[src/rtl/dmem_arbiter.sv]
// Shares one data-memory port between two req/ack masters and sequences the memread/memwrite + clk_stall handshake.
// Latency: ack 5 cycles after req is first sampled; clk_stall stuck high aborts with err after TIMEOUT cycles.
module dmem_arbiter #(
    parameter int ARB_MODE = 0,
    parameter int TIMEOUT  = 15,
    parameter int CNT_W    = 4
) (
    input  logic        clk,
    input  logic        rst_n,
    input  logic        m0_req,
    input  logic        m0_we,
    input  logic [31:0] m0_addr,
    input  logic [31:0] m0_wdata,
    input  logic [3:0]  m0_sign_mask,
    output logic [31:0] m0_rdata,
    output logic        m0_ack,
    output logic        m0_err,
    input  logic        m1_req,
    input  logic        m1_we,
    input  logic [31:0] m1_addr,
    input  logic [31:0] m1_wdata,
    input  logic [3:0]  m1_sign_mask,
    output logic [31:0] m1_rdata,
    output logic        m1_ack,
    output logic        m1_err,
    output logic [31:0] mem_addr,
    output logic [31:0] mem_write_data,
    output logic        mem_memread,
    output logic        mem_memwrite,
    output logic [3:0]  mem_sign_mask,
    input  logic [31:0] mem_read_data,
    input  logic        mem_clk_stall
);

    typedef enum logic [2:0] {IDLE, ISSUE, WAIT_HI, WAIT_LO, RESP} state_t;

    localparam logic [CNT_W-1:0] TO_VAL  = CNT_W'(TIMEOUT);
    localparam logic [CNT_W-1:0] CNT_ONE = {{(CNT_W-1){1'b0}}, 1'b1};

    state_t           state;
    logic             gnt;
    logic             last_grant;
    logic             we_q;
    logic [CNT_W-1:0] cnt;
    logic [CNT_W-1:0] cnt_inc;
    logic             win;
    logic             any_req;
    logic             done;
    logic [31:0]      resp_data;

    always_comb begin
        any_req = m0_req | m1_req;
        // On a tie the master that was not served last wins, unless master 0 has fixed priority
        if (m0_req && m1_req)
            win = (ARB_MODE == 1) ? 1'b0 : ~last_grant;
        else
            win = ~m0_req;
        cnt_inc   = cnt + CNT_ONE;
        done      = ~mem_clk_stall | (cnt_inc == TO_VAL);
        resp_data = (mem_clk_stall | we_q) ? 32'h0 : mem_read_data;
    end

    always_ff @(posedge clk or negedge rst_n) begin
        if (!rst_n) begin
            state          <= IDLE;
            gnt            <= 1'b0;
            last_grant     <= 1'b1;
            we_q           <= 1'b0;
            cnt            <= '0;
            mem_addr       <= 32'h0;
            mem_write_data <= 32'h0;
            mem_sign_mask  <= 4'h0;
            mem_memread    <= 1'b0;
            mem_memwrite   <= 1'b0;
            m0_rdata       <= 32'h0;
            m0_ack         <= 1'b0;
            m0_err         <= 1'b0;
            m1_rdata       <= 32'h0;
            m1_ack         <= 1'b0;
            m1_err         <= 1'b0;
        end else begin
            mem_memread  <= 1'b0;
            mem_memwrite <= 1'b0;
            m0_ack       <= 1'b0;
            m1_ack       <= 1'b0;
            case (state)
                IDLE: begin
                    // A memory still stalling from a pre-reset transaction must finish before any grant
                    if (any_req && !mem_clk_stall) begin
                        gnt            <= win;
                        last_grant     <= win;
                        we_q           <= win ? m1_we : m0_we;
                        mem_addr       <= win ? m1_addr : m0_addr;
                        mem_write_data <= win ? m1_wdata : m0_wdata;
                        mem_sign_mask  <= win ? m1_sign_mask : m0_sign_mask;
                        mem_memread    <= win ? ~m1_we : ~m0_we;
                        mem_memwrite   <= win ? m1_we : m0_we;
                        state          <= ISSUE;
                    end
                end
                ISSUE: state <= WAIT_HI;
                WAIT_HI: begin
                    cnt   <= '0;
                    state <= WAIT_LO;
                end
                WAIT_LO: begin
                    if (mem_clk_stall)
                        cnt <= cnt_inc;
                    if (done) begin
                        state <= RESP;
                        if (gnt) begin
                            m1_ack   <= 1'b1;
                            m1_err   <= mem_clk_stall;
                            m1_rdata <= resp_data;
                        end else begin
                            m0_ack   <= 1'b1;
                            m0_err   <= mem_clk_stall;
                            m0_rdata <= resp_data;
                        end
                    end
                end
                RESP: begin
                    mem_addr       <= 32'h0;
                    mem_write_data <= 32'h0;
                    mem_sign_mask  <= 4'h0;
                    state          <= IDLE;
                end
                default: state <= IDLE;
            endcase
        end
    end

endmodule

[config.mk]
export PLATFORM = sky130hd
export DESIGN_NAME = dmem_arbiter
export DESIGN_NICKNAME = d
export VERILOG_FILES = /design/src/rtl/dmem_arbiter.sv
export SDC_FILE = /design/constraint.sdc
export NUM_CORES = 1
export LEC_CHECK = 0
export ABC_AREA = 1
export BUFFER_PORTS_ARGS = -buffer_cell sky130_fd_sc_hd__buf_2
export CORE_MARGIN = 2
export CORE_UTILIZATION = 35
export CTS_BUF_LIST = sky130_fd_sc_hd__clkbuf_16
export DETAILED_ROUTE_END_ITERATION = 7
export PLACE_DENSITY = 0.65
export SETUP_SLACK_MARGIN = 0.05
export SYNTH_ARGS = -nofsm -noshare
export SYNTH_HDL_FRONTEND = slang
export SYNTH_SLANG_ARGS = --single-unit
[constraint.sdc]
create_clock -name clk -period 1.5 [get_ports clk]
set_input_delay 0.3 -clock clk [delete_from_list [all_inputs] [get_ports clk]]
set_output_delay 0.3 -clock clk [all_outputs]
set_load 0.005 [all_outputs]
# Yosys cells after proc, flatten, opt, wreduce, memory -nomap -nowiden
# Index checks and enable logic that the tools add are counted.
# classes
n_addsub,1
bitwise_logic,9
mux,28
n_reduce_logical,12
n_shift,0
n_eq_ne,8
magnitude_cmp,0
div,0
n_mul,0
# ops
operator,count
$mux 32,5
$pmux 32 s2,2
$pmux 4 s2,2
$mux 1,13
$mux 4,3
$pmux 3 s4,1
$reduce_and 2->1,4
$eq 3x2->1 const B,2
$mux 3,2
$ne 2x2->1 const B,3
$not 1->1,6
$reduce_and 3->1,2
$add 4x1->4 const B,1
$eq 4x4->1 const B,1
$reduce_bool 2->1,2
$eq 3x1->1 const B,1
$eq 3x3->1 const B,1
$logic_not 3->1,1
$or 1x1->1,3
$logic_and 1x1->1,2
$logic_not 1->1,1
# word_totals
in_bits,175
latch_bits,0
regBits,148
mem_bits_rw,0
romBits,0
word_cells,74
out_inout_bits,138
memories,0

# Longest topological paths before layout
# logic_depth
word_depth,5
ltp_mapped,11

# Worst setup path before layout
# No wires, ideal clock.
# synth_path
path_type,reg-to-reg
start,register cnt[0]
end,register m0_err
path_slack_ns,0.020
required_ns,1.382
n_path_buf,1
arrival_time_ns,1.362
setup_time_ns,0.118
stages_incl_launch_ff,11
path_cell_list,dfrtp_1 -> ha_1 -> nand2_1 -> nand2_1 -> nor2_2 -> nand2_2 -> nand2_4 -> nand3_4 -> buf_2 -> nand2_1 -> nand2_1
# synth_between
elab_chain_cells,4
# synth_rtl
element,line,text
start: declaration,44,logic [CNT_W-1:0] cnt;
start signal: assignment,108,cnt <= cnt_inc;
$add 4x1->4,58,cnt_inc = cnt + CNT_ONE;
$eq 4x4->1,59,done = ~mem_clk_stall | (cnt_inc == TO_VAL);
$or 1x1->1,59,
$reduce_and 3->1 (no line),-,
end signal: assignment,117,m0_err <= mem_clk_stall;
end: declaration,17,"output logic m0_err,"
# Every way passes these cells.
# A chain may end at the register's enable or synchronous reset.

# Worst setup path in the final report
# layout_path
start,register cnt[0]
end,register m1_rdata[12]
# layout_between
elab_chain_cells,4
# layout_rtl
element,line,text
$add 4x1->4,58,
$eq 4x4->1,59,
$or 1x1->1,59,
$reduce_and 3->1 (no line),-,
end signal: assignment,114,m1_rdata <= resp_data;
end: declaration,23,"output logic [31:0] m1_rdata,"
# Every way passes these cells.

==> results.md <==
- Met2 global-route usage: 34.8%
- Final setup violation count: 85
- Seq/Total Area, Yosys: 54.5%
- Fill cells: 1755
- Critical path's top delay family: simple AND/OR/NAND/NOR gates
- Synth Instances: 810
- DR vias/cell: 4.85
- Die Ht: 143 um
- Clk pin slew, worst setup/hold paths: 0.07 ns
- Global routing usage on met3: 6.06%
- Synth Register Bits: 148
- DP Wirelength: 15.3 mm
- Nets: 1325
- Vias: 6900
- Worst Max-Slew Pin Slew: 0.352 ns
- Die area: 20600 um2
- Period Utilization, post-route: 105%
- CTS Sinks: 148
- Clk_lat worst skew: 0.42 ns
- DRC viols: 0
- Vias in the first global route: 6416
- Crit path cell chain: ha_2, nand2_1, nand2_2, nor2_2, nand2_2, nand2_8, nand3_4, buf_12, nand2_1, nand2_1
- Final RePlAce weighted congestion: 0.794
- Area share of fa/ha/maj cells after synthesis: 0.368%
- Worst min-delay path category: primary input to register
- CP Buf/Inv Count: 1
- Max clock buf depth: 2
- Critical Path Sink Type: register
- Largest net degree at the start of global routing: 55
- Flop pwr share: 35.3%
- Status: finished with violations
- DP Cell Count: 1367
- Leak: 0.00563 uW
- Syn-to-layout area delta: 52.7%
- Final Hold Viols: 0
- Final Max Tran Viols: 0
- Grt ovf: 0
- Post-Syn Area: 6800 um2
- Initial Util: 36.0%
- Largest family of logic cells by synthesized area: simple AND/OR/NAND/NOR gates
- Post-Synth XOR/XNOR Area: 0%
- Logic pwr share: 41.7%
- Input/output buffers: 312
- Layout cell share with drive strength beyond 1: 45.7%
- Worst Path Max Fanout: 20
- Yosys warning count: 0
- Initial antenna violation count: 0
- Failing checks: negative setup slack
- Clk_skew: 0.00813 ns
- Root Buffer: clkbuf_16
- Yosys top cell area share: 54.1%
- Synth area leaders: dfrtp_1, nand2_1, o22ai_1
- Simple-gate share of the synthesized area: 21.8%
- GRT Util Overall: 20.8%
- Initial DRC count: 346
- Met1 track demand over resource: 26.6%
- Critical path launch point type: register
- Antenna Violating Nets Remaining: 0
- Total power: 18100 uW
- Syn_area_per_cell: 8.40 um2
- Max IR drop VDD: 0.000770 V
- Drt wl/cell: 16.3 um
- Post-synth cell types: 27
- TritonRoute pass-1 iters: 5
- RSZ-0062 raised after global routing: yes
- Max-slew headroom: 76.5%
- Internal power: 11300 uW
- FF+latch area: 3700 um2
- WL final: 23.2 mm
- Syn Nets: 987
- CP max-delay cell: dfrtp_1
- Largest area contributor in the netlist: dfrtp_1
- CTS H-tree depth: 4
- Crit path DAT: 1.88 ns
- Busiest layer in global routing: met2
- Std-Cell Rows: 50
- Net Sw Power: 6830 uW
- Worst R2R Setup Slack: -0.07 ns
- Fmax: 0.636 GHz
- Mux share of post-synthesis cell area: 0%
- Final design utilization: 55.0%
- Core Region: 18900 um2
- Horiz. Die Dim: 143 um
- Max-cap violations: 0
- WS Path Type: register to register
- Area after DPL: 8970 um2
- Clock period minus worst slack: 1.57 ns
- Number of CTS-inserted buffers: 17
- Cell mode on critical path: nand2_1
- Final Non-Filler Cells: 1422
- Net Sw Frac: 37.7%
- Largest stage delay on the critical path: 0.41 ns
- PwrDens: 1740 nW/um2
- First-pass GRT wire length: 33.7 mm
- Clock Power Share: 23.0%
- Design Area, Final: 10400 um2
- Final worst slack: -0.0734 ns
- Compound-cell area share of the yosys netlist: 12.2%
- CTS tree: built
- CP required: 1.81 ns
- I/O pin cnt: 313
- Multi-input combinational cell area: 2790 um2
-- placed cells by master (no fill, tap or decap), drive strengths merged --
master and instances:
o22ai 69, clkinvlp 1, nor2 106, or2 1, clkinv 6, diode 1, nand3 6, clkbuf 24
nand2 155, dfrtp 147, bufinv 1, buf 370, dfstp 1, o21ai 75, a21oi 3, ha 2
dlygate4sd3 1, inv 126, nand4 67
-- power groups by stage --
stage	Clock (uW)	Combinational (uW)	Sequential, uW
floorplan	0	3100	6480
global placement	0	6370	6400
detailed placement	0	6500	6420
CTS	4260	6680	6380
global route	4420	8270	6580
finish	4170	7550	6390
-- cell families after synthesis --
group	Yosys count
AOI/OAI and AO/OA	147
adders and majority gates	2
and+or+nand+nor	335
DFF	148
buffers and inverters	178
-- final cells by class --
type / count / area share (%)
Tap cell: 260 / 3.13
Clock inverter: 15 / 1.37
Antenna cell: 1 / 0.0241
Multi-Input combinational cell: 484 / 26.9
Timing Repair Buffer: 378 / 24.5
Sequential cell: 148 / 35.7
Inverter: 119 / 4.32
Clock buffer: 17 / 4.10
-- state kept, by name (all words and copies together) (netlist names), 3 cells and up --
name            cells
mem_addr           32
mem_sign_mask       4
m0_rdata           32
mem_write_data     32
cnt                 4
m1_rdata           32
state               3
-- final timing paths --
| path | start | endpoint | cells after the start |
|---|---|---|---|
| worst min-delay path | m0_addr[12] | mem_addr[12] | 3 |
| min in group asynchronous | rst_n | m1_rdata[8] | 2 |
| worst max register to register | cnt[0] | m1_rdata[12] | 10 |
| max in group asynchronous | rst_n | last_grant | 3 |
| worst max-delay path | cnt[0] | m1_rdata[12] | 10 |
| worst min register to register | m0_rdata[19] | m0_rdata[19] | 2 |
-- cell usage after synthesis --
library cell / instances
buf_6: 4
a21oi_1: 2
o21ai_2: 1
nand2_4: 1
inv_1: 114
ha_1: 2
inv_2: 4
nand2_1: 153
buf_8: 2
a21oi_2: 1
nand2_2: 1
dfrtp_1: 147
clkinv_1: 1
nand3_1: 4
dfstp_2: 1
nor2_2: 1
o21ai_1: 13
o22ai_1: 69
clkbuf_1: 21
buf_4: 1
nor2_4: 1
nand4_1: 67
nand3_4: 2
o21ai_0: 61
nor2_1: 104
buf_2: 31
or2_2: 1
-- worst reg2reg max path, cell delays in order, from the launching register on --
cell     delay [ns]
dfrtp_1        0.41
ha_2           0.19
nand2_1        0.07
nand2_2        0.06
nor2_2         0.09
nand2_2        0.10
nand2_8        0.13
nand3_4        0.12
buf_12         0.18
nand2_1        0.08
nand2_1        0.05
-- repair_timing --
action	CTS	global route
pin swaps	13	69
endpoints found under the setup margin	73	142
hold endpoints to repair	23	0
cloned	2	8
resized for setup	8	182
hold buffers	1	0
setup buffers	3	9
-- stage by stage --
step	setup WS, ns	hold WS (ns)	TNS [ns]
floorplan	0.0499	0.00441	0
finish	-0.0734	0.118	-2.70
global placement	-0.0168	0.213	-0.0555
global route	-0.191	0.111	-14.71
CTS	-0.0512	0.121	-2.38
detailed placement	-0.0451	0.213	-1.14
-- layer usage --
layer | share of wire (%) | wire (um)
met4 | 1.8 | 410
met1 | 40 | 9290
met5 | 0 | 0
met3 | 7.9 | 1830
met2 | 50 | 11700
(Power assumes the default switching activity.)
